==> config.mk <==
export PLATFORM = sky130hd
export DESIGN_NAME = omsp_uspi_slave_flat
export DESIGN_NICKNAME = d
export VERILOG_FILES = /design/src/rtl/omsp_uspi_slave_pkg.sv /design/src/rtl/omsp_uspi_slave_if.sv /design/src/rtl/omsp_uspi_slave_sync_edge.sv /design/src/rtl/omsp_uspi_slave.sv /design/src/flat_wrapper.sv
export SDC_FILE = /design/constraint.sdc
export NUM_CORES = 1
export LEC_CHECK = 0
export ABC_AREA = 1
export CAP_MARGIN = 20
export CORE_UTILIZATION = 35
export DETAILED_ROUTE_END_ITERATION = 12
export GPL_TIMING_DRIVEN = 0
export PLACE_DENSITY = 0.64
export SLEW_MARGIN = 20
export SYNTH_ARGS = -nofsm -noshare
export SYNTH_HDL_FRONTEND = slang
export SYNTH_HIERARCHICAL = 1
export SYNTH_SLANG_ARGS = --single-unit
==> constraint.sdc <==
create_clock -name mclk -period 5.5 [get_ports mclk]
set_input_delay 1.65 -clock mclk [delete_from_list [all_inputs] [get_ports mclk]]
set_output_delay 1.65 -clock mclk [all_outputs]
set_load 0.01 [all_outputs]
==> src/rtl/omsp_uspi_slave_pkg.sv <==
// Shared constants for the SPI responder: register map, CTRL/STAT bits, frame width, FSM codes.
package omsp_uspi_slave_pkg;

    localparam int unsigned FRAME_W = 8;
    localparam int unsigned CNT_W   = 3;
    localparam int unsigned ADDR_W  = 14;
    localparam int unsigned DATA_W  = 16;

    // Word offsets from BASE_ADDR
    localparam logic [ADDR_W-1:0] OFS_CTRL  = 14'd0;
    localparam logic [ADDR_W-1:0] OFS_TXBUF = 14'd1;
    localparam logic [ADDR_W-1:0] OFS_RXBUF = 14'd2;

    // CTRL/STAT bit positions
    localparam int unsigned CTRL_EN      = 0;
    localparam int unsigned CTRL_IE      = 1;
    localparam int unsigned STAT_RXFULL  = 8;
    localparam int unsigned STAT_TXEMPTY = 9;
    localparam int unsigned STAT_OVR     = 10;
    localparam int unsigned STAT_BUSY    = 11;

    // Frame FSM encoding
    localparam logic [0:0] ST_IDLE   = 1'b0;
    localparam logic [0:0] ST_ACTIVE = 1'b1;

endpackage

==> src/rtl/omsp_uspi_slave_if.sv <==
// Peripheral bus plus SPI pins of the responder, with slave (DUT) and master (environment) views.
interface omsp_uspi_slave_if;
    import omsp_uspi_slave_pkg::*;

    logic [ADDR_W-1:0] per_addr;
    logic [DATA_W-1:0] per_din;
    logic              per_en;
    logic [1:0]        per_we;
    logic [DATA_W-1:0] per_dout;
    logic              spi_sclk;
    logic              spi_cs_n;
    logic              spi_mosi;
    logic              spi_miso;
    logic              spi_miso_oe;
    logic              spi_irq_rx;

    modport slave (
        input  per_addr, per_din, per_en, per_we, spi_sclk, spi_cs_n, spi_mosi,
        output per_dout, spi_miso, spi_miso_oe, spi_irq_rx
    );

    modport master (
        output per_addr, per_din, per_en, per_we, spi_sclk, spi_cs_n, spi_mosi,
        input  per_dout, spi_miso, spi_miso_oe, spi_irq_rx
    );

endinterface

==> src/rtl/omsp_uspi_slave_sync_edge.sv <==
// Two-flop synchronizer for an asynchronous pin plus a history flop giving one-cycle edge pulses.
module omsp_sync_edge #(
    parameter logic RST_VAL = 1'b0
) (
    input  logic clk,
    input  logic rst,
    input  logic i_pin,
    output logic o_level,
    output logic o_rise_c,
    output logic o_fall_c
);

    logic r_meta;
    logic r_sync;
    logic r_prev;

    // Synchronizer chain and edge history
    always_ff @(posedge clk or posedge rst) begin
        if (rst) begin
            r_meta <= RST_VAL;
            r_sync <= RST_VAL;
            r_prev <= RST_VAL;
        end else begin
            r_meta <= i_pin;
            r_sync <= r_meta;
            r_prev <= r_sync;
        end
    end

    assign o_level  = r_sync;
    assign o_rise_c = r_sync & ~r_prev;
    assign o_fall_c = ~r_sync & r_prev;

endmodule

==> src/rtl/omsp_uspi_slave.sv <==
// SPI mode-0 responder on the openMSP430 peripheral bus: register file, frame FSM, shift registers.
module omsp_uspi_slave
    import omsp_uspi_slave_pkg::*;
#(
    parameter logic [ADDR_W-1:0]  BASE_ADDR = 14'h004C,
    parameter logic [FRAME_W-1:0] FILL_BYTE = 8'hFF
) (
    input  logic mclk,
    input  logic puc_rst,
    omsp_uspi_slave_if.slave bus
);

    logic [0:0]         r_state, w_state_nxt;
    logic               r_en, w_en_nxt;
    logic               r_ie, w_ie_nxt;
    logic               r_ovr, w_ovr_nxt;
    logic               r_rxfull, w_rxfull_nxt;
    logic               r_txempty, w_txempty_nxt;
    logic [FRAME_W-1:0] r_txbuf, w_txbuf_nxt;
    logic [FRAME_W-1:0] r_rxbuf, w_rxbuf_nxt;
    logic [FRAME_W-1:0] r_tx_shift, w_tx_shift_nxt;
    logic [FRAME_W-1:0] r_rx_shift, w_rx_shift_nxt;
    logic [CNT_W-1:0]   r_bit_cnt, w_bit_cnt_nxt;
    logic               r_miso_oe;
    logic               r_irq;

    logic               w_sclk_lvl, w_sclk_rise, w_sclk_fall;
    logic               w_cs_lvl, w_cs_rise, w_cs_fall;
    logic               w_mosi_s, w_mosi_rise, w_mosi_fall;

    logic               w_sel_ctrl, w_sel_tx, w_sel_rx;
    logic               w_wr_ctrl_lo, w_wr_ctrl_hi, w_wr_tx, w_rd_rx;
    logic [FRAME_W-1:0] w_load_byte;
    logic [FRAME_W-1:0] w_rx_next;
    logic [DATA_W-1:0]  w_per_dout;
    logic               w_unused;

    omsp_sync_edge #(.RST_VAL(1'b0)) u_sync_sclk (
        .clk(mclk), .rst(puc_rst), .i_pin(bus.spi_sclk),
        .o_level(w_sclk_lvl), .o_rise_c(w_sclk_rise), .o_fall_c(w_sclk_fall)
    );

    omsp_sync_edge #(.RST_VAL(1'b1)) u_sync_cs (
        .clk(mclk), .rst(puc_rst), .i_pin(bus.spi_cs_n),
        .o_level(w_cs_lvl), .o_rise_c(w_cs_rise), .o_fall_c(w_cs_fall)
    );

    omsp_sync_edge #(.RST_VAL(1'b0)) u_sync_mosi (
        .clk(mclk), .rst(puc_rst), .i_pin(bus.spi_mosi),
        .o_level(w_mosi_s), .o_rise_c(w_mosi_rise), .o_fall_c(w_mosi_fall)
    );

    // Address decode and access strobes
    assign w_sel_ctrl   = bus.per_en && (bus.per_addr == BASE_ADDR + OFS_CTRL);
    assign w_sel_tx     = bus.per_en && (bus.per_addr == BASE_ADDR + OFS_TXBUF);
    assign w_sel_rx     = bus.per_en && (bus.per_addr == BASE_ADDR + OFS_RXBUF);
    assign w_wr_ctrl_lo = w_sel_ctrl && bus.per_we[0];
    assign w_wr_ctrl_hi = w_sel_ctrl && bus.per_we[1];
    assign w_wr_tx      = w_sel_tx && bus.per_we[0];
    assign w_rd_rx      = w_sel_rx && (bus.per_we == 2'b00);

    // Byte presented to the master at a load: TXBUF if fresh, otherwise the filler
    assign w_load_byte = r_txempty ? FILL_BYTE : r_txbuf;
    assign w_rx_next   = {r_rx_shift[FRAME_W-2:0], w_mosi_s};

    // Next-state and register-update logic for the frame FSM and register file
    always_comb begin
        w_state_nxt    = r_state;
        w_en_nxt       = r_en;
        w_ie_nxt       = r_ie;
        w_ovr_nxt      = r_ovr;
        w_rxfull_nxt   = r_rxfull;
        w_txempty_nxt  = r_txempty;
        w_txbuf_nxt    = r_txbuf;
        w_rxbuf_nxt    = r_rxbuf;
        w_tx_shift_nxt = r_tx_shift;
        w_rx_shift_nxt = r_rx_shift;
        w_bit_cnt_nxt  = r_bit_cnt;

        if (w_wr_ctrl_lo) begin
            w_en_nxt = bus.per_din[CTRL_EN];
            w_ie_nxt = bus.per_din[CTRL_IE];
        end
        if (w_wr_ctrl_hi && bus.per_din[STAT_OVR]) begin
            w_ovr_nxt = 1'b0;
        end
        if (w_rd_rx) begin
            w_rxfull_nxt = 1'b0;
        end

        case (r_state)
            ST_IDLE: begin
                if (w_cs_fall && r_en) begin
                    w_state_nxt    = ST_ACTIVE;
                    w_tx_shift_nxt = w_load_byte;
                    w_txempty_nxt  = 1'b1;
                    w_bit_cnt_nxt  = '0;
                end
            end
            ST_ACTIVE: begin
                if (!r_en || w_cs_rise) begin
                    // Abort: drop any partial byte, keep buffers and flags
                    w_state_nxt    = ST_IDLE;
                    w_tx_shift_nxt = '0;
                    w_rx_shift_nxt = '0;
                    w_bit_cnt_nxt  = '0;
                end else if (w_sclk_rise) begin
                    w_rx_shift_nxt = w_rx_next;
                    w_bit_cnt_nxt  = r_bit_cnt + CNT_W'(1);
                    if (r_bit_cnt == CNT_W'(FRAME_W - 1)) begin
                        w_rxbuf_nxt  = w_rx_next;
                        w_rxfull_nxt = 1'b1;
                        if (r_rxfull && !w_rd_rx) begin
                            w_ovr_nxt = 1'b1;
                        end
                    end
                end else if (w_sclk_fall) begin
                    if (r_bit_cnt == '0) begin
                        w_tx_shift_nxt = w_load_byte;
                        w_txempty_nxt  = 1'b1;
                    end else begin
                        w_tx_shift_nxt = {r_tx_shift[FRAME_W-2:0], 1'b0};
                    end
                end
            end
            default: begin
                w_state_nxt = ST_IDLE;
            end
        endcase

        // A TXBUF write lands after any same-cycle load, so it arms the next load
        if (w_wr_tx) begin
            w_txbuf_nxt   = bus.per_din[FRAME_W-1:0];
            w_txempty_nxt = 1'b0;
        end
    end

    // State and register file
    always_ff @(posedge mclk or posedge puc_rst) begin
        if (puc_rst) begin
            r_state    <= ST_IDLE;
            r_en       <= 1'b0;
            r_ie       <= 1'b0;
            r_ovr      <= 1'b0;
            r_rxfull   <= 1'b0;
            r_txempty  <= 1'b1;
            r_txbuf    <= '0;
            r_rxbuf    <= '0;
            r_tx_shift <= '0;
            r_rx_shift <= '0;
            r_bit_cnt  <= '0;
            r_miso_oe  <= 1'b0;
            r_irq      <= 1'b0;
        end else begin
            r_state    <= w_state_nxt;
            r_en       <= w_en_nxt;
            r_ie       <= w_ie_nxt;
            r_ovr      <= w_ovr_nxt;
            r_rxfull   <= w_rxfull_nxt;
            r_txempty  <= w_txempty_nxt;
            r_txbuf    <= w_txbuf_nxt;
            r_rxbuf    <= w_rxbuf_nxt;
            r_tx_shift <= w_tx_shift_nxt;
            r_rx_shift <= w_rx_shift_nxt;
            r_bit_cnt  <= w_bit_cnt_nxt;
            r_miso_oe  <= (w_state_nxt == ST_ACTIVE);
            r_irq      <= w_ie_nxt & w_rxfull_nxt;
        end
    end

    // Read mux; zero when not selected so it can be OR-ed onto the bus
    always_comb begin
        w_per_dout = '0;
        if (w_sel_ctrl) begin
            w_per_dout[CTRL_EN]      = r_en;
            w_per_dout[CTRL_IE]      = r_ie;
            w_per_dout[STAT_RXFULL]  = r_rxfull;
            w_per_dout[STAT_TXEMPTY] = r_txempty;
            w_per_dout[STAT_OVR]     = r_ovr;
            w_per_dout[STAT_BUSY]    = (r_state == ST_ACTIVE);
        end else if (w_sel_tx) begin
            w_per_dout = {8'h00, r_txbuf};
        end else if (w_sel_rx) begin
            w_per_dout = {8'h00, r_rxbuf};
        end
    end

    // tx_shift is cleared whenever the FSM leaves ACTIVE, so MISO is 0 while idle
    assign bus.per_dout    = w_per_dout;
    assign bus.spi_miso    = r_tx_shift[FRAME_W-1];
    assign bus.spi_miso_oe = r_miso_oe;
    assign bus.spi_irq_rx  = r_irq;

    assign w_unused = ^{bus.per_din[15:11], bus.per_din[9:8], w_sclk_lvl, w_cs_lvl,
                        w_mosi_rise, w_mosi_fall};

endmodule

==> src/flat_wrapper.sv <==
// flat-port wrapper written by rule: the top's interface ports become plain ports
module omsp_uspi_slave_flat import omsp_uspi_slave_pkg::*;
#(
    parameter logic [ADDR_W-1:0]  BASE_ADDR = 14'h004C,
    parameter logic [FRAME_W-1:0] FILL_BYTE = 8'hFF
)
  (mclk, puc_rst, bus_per_addr, bus_per_din, bus_per_en, bus_per_we, bus_spi_sclk, bus_spi_cs_n, bus_spi_mosi, bus_per_dout, bus_spi_miso, bus_spi_miso_oe, bus_spi_irq_rx);
  omsp_uspi_slave_if bus_i ();
  input  logic mclk;
  input  logic puc_rst;
  input wire logic [$bits(bus_i.per_addr)-1:0] bus_per_addr;
  input wire logic [$bits(bus_i.per_din)-1:0] bus_per_din;
  input wire logic [$bits(bus_i.per_en)-1:0] bus_per_en;
  input wire logic [$bits(bus_i.per_we)-1:0] bus_per_we;
  input wire logic [$bits(bus_i.spi_sclk)-1:0] bus_spi_sclk;
  input wire logic [$bits(bus_i.spi_cs_n)-1:0] bus_spi_cs_n;
  input wire logic [$bits(bus_i.spi_mosi)-1:0] bus_spi_mosi;
  output wire logic [$bits(bus_i.per_dout)-1:0] bus_per_dout;
  output wire logic [$bits(bus_i.spi_miso)-1:0] bus_spi_miso;
  output wire logic [$bits(bus_i.spi_miso_oe)-1:0] bus_spi_miso_oe;
  output wire logic [$bits(bus_i.spi_irq_rx)-1:0] bus_spi_irq_rx;
  assign bus_i.per_addr = bus_per_addr;
  assign bus_i.per_din = bus_per_din;
  assign bus_i.per_en = bus_per_en;
  assign bus_i.per_we = bus_per_we;
  assign bus_i.spi_sclk = bus_spi_sclk;
  assign bus_i.spi_cs_n = bus_spi_cs_n;
  assign bus_i.spi_mosi = bus_spi_mosi;
  assign bus_per_dout = bus_i.per_dout;
  assign bus_spi_miso = bus_i.spi_miso;
  assign bus_spi_miso_oe = bus_i.spi_miso_oe;
  assign bus_spi_irq_rx = bus_i.spi_irq_rx;
  omsp_uspi_slave #(.BASE_ADDR(BASE_ADDR), .FILL_BYTE(FILL_BYTE)) u_core (.mclk(mclk), .puc_rst(puc_rst), .bus(bus_i));
endmodule
; ---- Word level (Yosys, flattened, before mapping)
; Cells that the tools add are included.
[totals]
wordCells = 106
reg_bits = 49
input_bits = 38
[op_classes]
mux = 40
n_eq_ne = 13
n_reduce_logical = 21
n_bitwise = 11
addsub = 1
[op_table]
columns = cell, count
row1 = 2-to-1 mux 8 bit, 8
row2 = == test 14 x 7 -> 1 bit (second input constant), 3
row3 = inequality test 3 bit (second input constant), 7
row4 = 2-to-1 mux 1 bit, 20
row5 = case mux 8 bit (2 select lines), 1
row6 = 2-to-1 mux 7 bit, 2
row7 = logical AND 1 bit, 10
row8 = 2-to-1 mux 3 bit, 3
row9 = 2-to-1 mux 6 bit, 1
row10 = inverter 1 bit, 6
row11 = case mux 3 bit (2 select lines), 1
row12 = bitwise AND 1 bit, 5
row13 = AND reduction 5 bit, 1
row14 = 2-to-1 mux 4 bit, 1
row15 = case mux 1 bit (2 select lines), 2
row16 = AND reduction 2 bit, 2
row17 = AND reduction 4 bit, 1
row18 = adder 3 x 1 -> 3 bit (second input constant), 1
row19 = == test 3 bit (second input constant), 1
row20 = zero test 3 bit, 1
row21 = inequality test 3 x 1 -> 1 bit (second input constant), 1
row22 = AND reduction 3 bit, 1
row23 = zero test 1 bit, 2
row24 = zero test 2 bit, 1
row25 = 4 further kinds, 4

; ---- Longest topological paths before layout
; Gate-level depths: netlist (run 1).
[logic_depth]
ltp_word = 10
mapped_depth = 10

; ---- Hierarchy
; The synthesis (run 1) kept the hierarchy.
[modules_own_cells]
columns = mod, n_inst, cells_each, seq_area_each_um2, area_each_um2
row1 = omsp_uspi_slave, 1, 283, 1027.2, 2230.9
row2 = omsp_sync_edge (u_core.u_sync_mosi ...), 2, 8, 75.1, 93.8
row3 = omsp_sync_edge (u_core.u_sync_cs), 1, 8, 78.8, 97.6

; ---- Worst setup path after synthesis (run 1)
; OpenSTA, ideal clock, no wires.
[synth_path]
kind = input -> output
from = input port bus_per_addr[9]
to = output port bus_per_dout[2]
stages = 6
arrival_time_ns = 2.548
t_required_ns = 3.850
path_slack_ns = 1.302
cell_sequence = nor2_1 inv_2 nor2_4 nand3_2 buf_2 a21oi_1
[synth_via]
elab_chain_cells = 5
[synth_lines]
columns = item, line
row1 = from (decl), flat_wrapper.sv:11  ; input wire logic [$bits(bus_i.per_addr)-1:0] bus_per_addr;
row2 = == test 14 x 7 -> 1 bit, omsp_uspi_slave.sv:56  ; assign w_sel_rx = bus.per_en && (bus.per_addr == BASE_ADDR + OFS_RXBUF);
row3 = logical AND 1 bit, omsp_uspi_slave.sv:56
row4 = 2-to-1 mux 8 bit, omsp_uspi_slave.sv:183  ; end else if (w_sel_rx) begin
row5 = 2-to-1 mux 8 bit, omsp_uspi_slave.sv:181  ; end else if (w_sel_tx) begin
row6 = 2-to-1 mux 6 bit (*), omsp_uspi_slave.sv:174  ; if (w_sel_ctrl) begin
row7 = to (decl), flat_wrapper.sv:18  ; output wire logic [$bits(bus_i.per_dout)-1:0] bus_per_dout;
; Every way passes the cells marked *; elsewhere a longest branch is shown, timed or not.

; ---- Final worst setup path (run 1)
[layout_path]
from = input port bus_per_addr[2]
to = output port bus_per_dout[2]
; Same word-level chain as after synthesis.

==> results of run 1 <==
==> how the worst max path moves through the flow <==
stage / startpoint / endpoint / slack [ns] / cells past startpoint
floorplan: bus_per_addr[9] / bus_per_dout[2] / 1.30 / 6
global placement: bus_per_addr[13] / bus_per_dout[5] / 0.24 / 8
detailed placement: bus_per_addr[2] / bus_per_dout[5] / 0.22 / 7
CTS: bus_per_addr[2] / bus_per_dout[5] / 0.20 / 7
global route: bus_per_addr[9] / bus_per_dout[2] / 0.04 / 8
finish: bus_per_addr[2] / bus_per_dout[2] / 0.21 / 7
==> cell type report <==
class                   instances  area [µm²]
clock inverters                 2        17.5
clock buffers                   6        82.6
multi-input cells             190         975
flip-flops and latches         49        1230
repair buffers                 46         470
fillers                       685        3650
well taps                      96         120
plain buffers                  10        71.3
inverters                      56         210
==> metal layers <==
metal / global-route usage / up-vias / routed length [µm]
met5: 0 / - / 0
met4: 0.0515 / 0 / 68
met3: 0.0375 / 6 / 217
met2: 0.250 / 34 / 2400
met1: 0.205 / 946 / 2490
li1: - / 1053 / -
==> power by group <==
| part | switching [mW] | internal (mW) | total [mW] | leakage [nW] |
|---|---|---|---|---|
| clock | 0.123 | 0.105 | 0.228 | 0.0518 |
| combinational | 0.0220 | 0.0259 | 0.0479 | 0.817 |
| sequential | 0.00158 | 0.364 | 0.366 | 0.654 |
| total | 0.147 | 0.495 | 0.642 | 1.52 |
==> cells in the final DEF, fill, tap and decap left out, types with 2 or more instances in the layout <==
cell and instances:
buf_6 2, nand2_1 65, inv_2 6, o22ai_1 7, or2_2 6, nand3_1 11
nand4_1 5, a21oi_1 8, nor2_4 3, buf_4 4, o21ai_0 8, clkdlybuf4s50_1 45
ha_1 3, a31oi_2 3, dfstp_2 4, nor2_2 3, o21ai_1 20, dfrtp_1 45
a31oi_1 3, buf_2 3, clkbuf_8 6, nor2_1 33, conb_1 4, inv_1 50
==> registers in the layout, summed over array words and instances, names as in the netlist, 3 cells and up <==
signal,count
u_core/r_rx_shift,7
u_core/r_tx_shift,8
u_core/r_txbuf,8
u_core/r_bit_cnt,3
u_core/r_rxbuf,8
==> stage by stage <==
stage                     worst slack, ns   util  std cells  hold WS [ns]  power (mW)
after floorplan                      1.30      -        305         0.331       0.392
after CTS                           0.202  0.465        455         0.366       0.651
after global placement              0.241  0.448        446         0.336       0.419
after detailed placement            0.219  0.451        447         0.336       0.422
after global routing               0.0404  0.465        455         0.370       0.674
final                               0.214  0.465        455         0.363       0.642
==> worst register-to-register path, stage by stage, from the launching register on <==
cell and delay (ns):
dfstp_2 0.55, inv_1 0.04, nor2_1 0.17, nor2_4 0.08, a21oi_1 0.39, or2_2 0.21, a31oi_2 0.08
==> out/results.txt, run 1 <==
P per Cell Area = 202 nW/µm²
Core Area = 6830 µm²
Hold WC Path Type = flip-flop to flip-flop
Worst Path Required = 3.85 ns
Initial core utilization = 0.362
Clock Sinks = 49
Max-slew violations = 0
Max VDD drop = 137 µV
Area growth, synth to finish = 28.3%
Nets@finish = 399
Avg Inst Size Synth = 8.20 µm²
Residual DRC = 0
R2R cell count = 6
DR iter-0 viols = 149
Largest net degree at the start of global routing = 30
CP dominant cell by count = clkdlybuf4s50_1
Clock slew at reported path FFs = 0.10 ns
H-tree levels = 2
Post-Route WL = 5180 µm
Die width = 86.1 µm
Crit. End Element = output port
Die footprint = 7410 µm²
Fmax = 0.189 GHz
WHS Path Cells = 0
Initial antenna violation count = 0
Status = finished clean
DR pass1 iterations = 4
Critical path cell sequence = clkdlybuf4s50_1 > nand3_1 > nor2_2 > nand3_2 > buf_2 > a21oi_1 > clkdlybuf4s50_1
Final setup viols = 0
Final period util = 0.961
Via density = 4.48
Layout cell share with drive strength beyond 1 = 0.136
R2r endpoint = u_core/r_tx_shift[4]$_DFFE_PP0P_
CTS Buf Count = 5
Setup Total Neg Slack = 0 ns
Cell area after synthesis = 2480 µm²
CP max-delay cell = clkdlybuf4s50_1
Gr ovfl total = 0
Cts hold-fix bufs = 0
R2R Setup Slk = 3.85 ns
Crit-path leading delay family = buffers and inverters
Tmin final = 5.29 ns
Kind of start point of the critical path = input port
PostCTS Resize Cnt = 0
Crit-path max cell delay = 0.58 ns
Via count = 2,039
Placed inst area = 3080 µm²
CTS tree = done
Critical Path Fanout Max = 10
Worst hold start = u_core/u_sync_mosi/r_meta$_DFF_PP0_
Yosys Warn Count = 6
Setup Crit Path Kind = input port to output port
Vias in the first global route = 1,959
Clk_skew = 0.0111 ns
Tot GR Track Use = 0.155
# diodes = 0
Worst Path Arrival = 3.64 ns
Leak = 1.52 nW
Antenna Nets Post-Route = 0
Final Hold Fails = 0
Reg-to-reg startpoint = u_core/u_sync_cs/o_level$_DFF_PP1_
Clk_lat worst skew = 0.30 ns
Max Cap Viol = 0
Setup bufs post-CTS = 0
Row cnt = 30
Post-route design area = 3180 µm²
RSZ-0062 raised after global routing = false
IO Count = 57
Worst Hold Path EP = u_core/u_sync_mosi/o_level$_DFF_PP0_
Routability congestion estimate = 0.802
Die height = 86.1 µm
Buf+Inv Stages, Crit Path = 3
CTS root buffer = clkbuf_8
First-pass GRT wire length = 8970 µm
Synthesized instance count = 302
WL per Instance = 11.4 µm
Max Root-Sink Buffers = 2
PortBufs = 45
Post-DP HPWL = 4030 µm
Power figures use the tool's default switching activity.
==> run 2, diff against run 1 <==
--- a/config.mk
+++ b/config.mk
@@ -10,6 +10,7 @@
 export CORE_UTILIZATION = 35
 export DETAILED_ROUTE_END_ITERATION = 12
 export GPL_TIMING_DRIVEN = 0
+export HOLD_SLACK_MARGIN = 0.1
 export PLACE_DENSITY = 0.64
 export SLEW_MARGIN = 20
 export SYNTH_ARGS = -nofsm -noshare
==> results of run 2 <==
No change in the layout: final DEF, timing and power equal those of run 1.
==> run 3, diff against run 2 <==
==> constraint.sdc (replaced) <==
create_clock -name mclk -period 5.5 [get_ports mclk]
set_input_delay 1.1 -clock mclk [delete_from_list [all_inputs] [get_ports mclk]]
set_output_delay 1.1 -clock mclk [all_outputs]
set_load 0.01 [all_outputs]
==> results of run 3 <==
The final DEF is identical to that of run 1. Status: finished clean.
Among the figures that moved: setup slack after placement 0.219 ns -> 1.32 ns; setup slack after layout 0.214 ns -> 1.31 ns
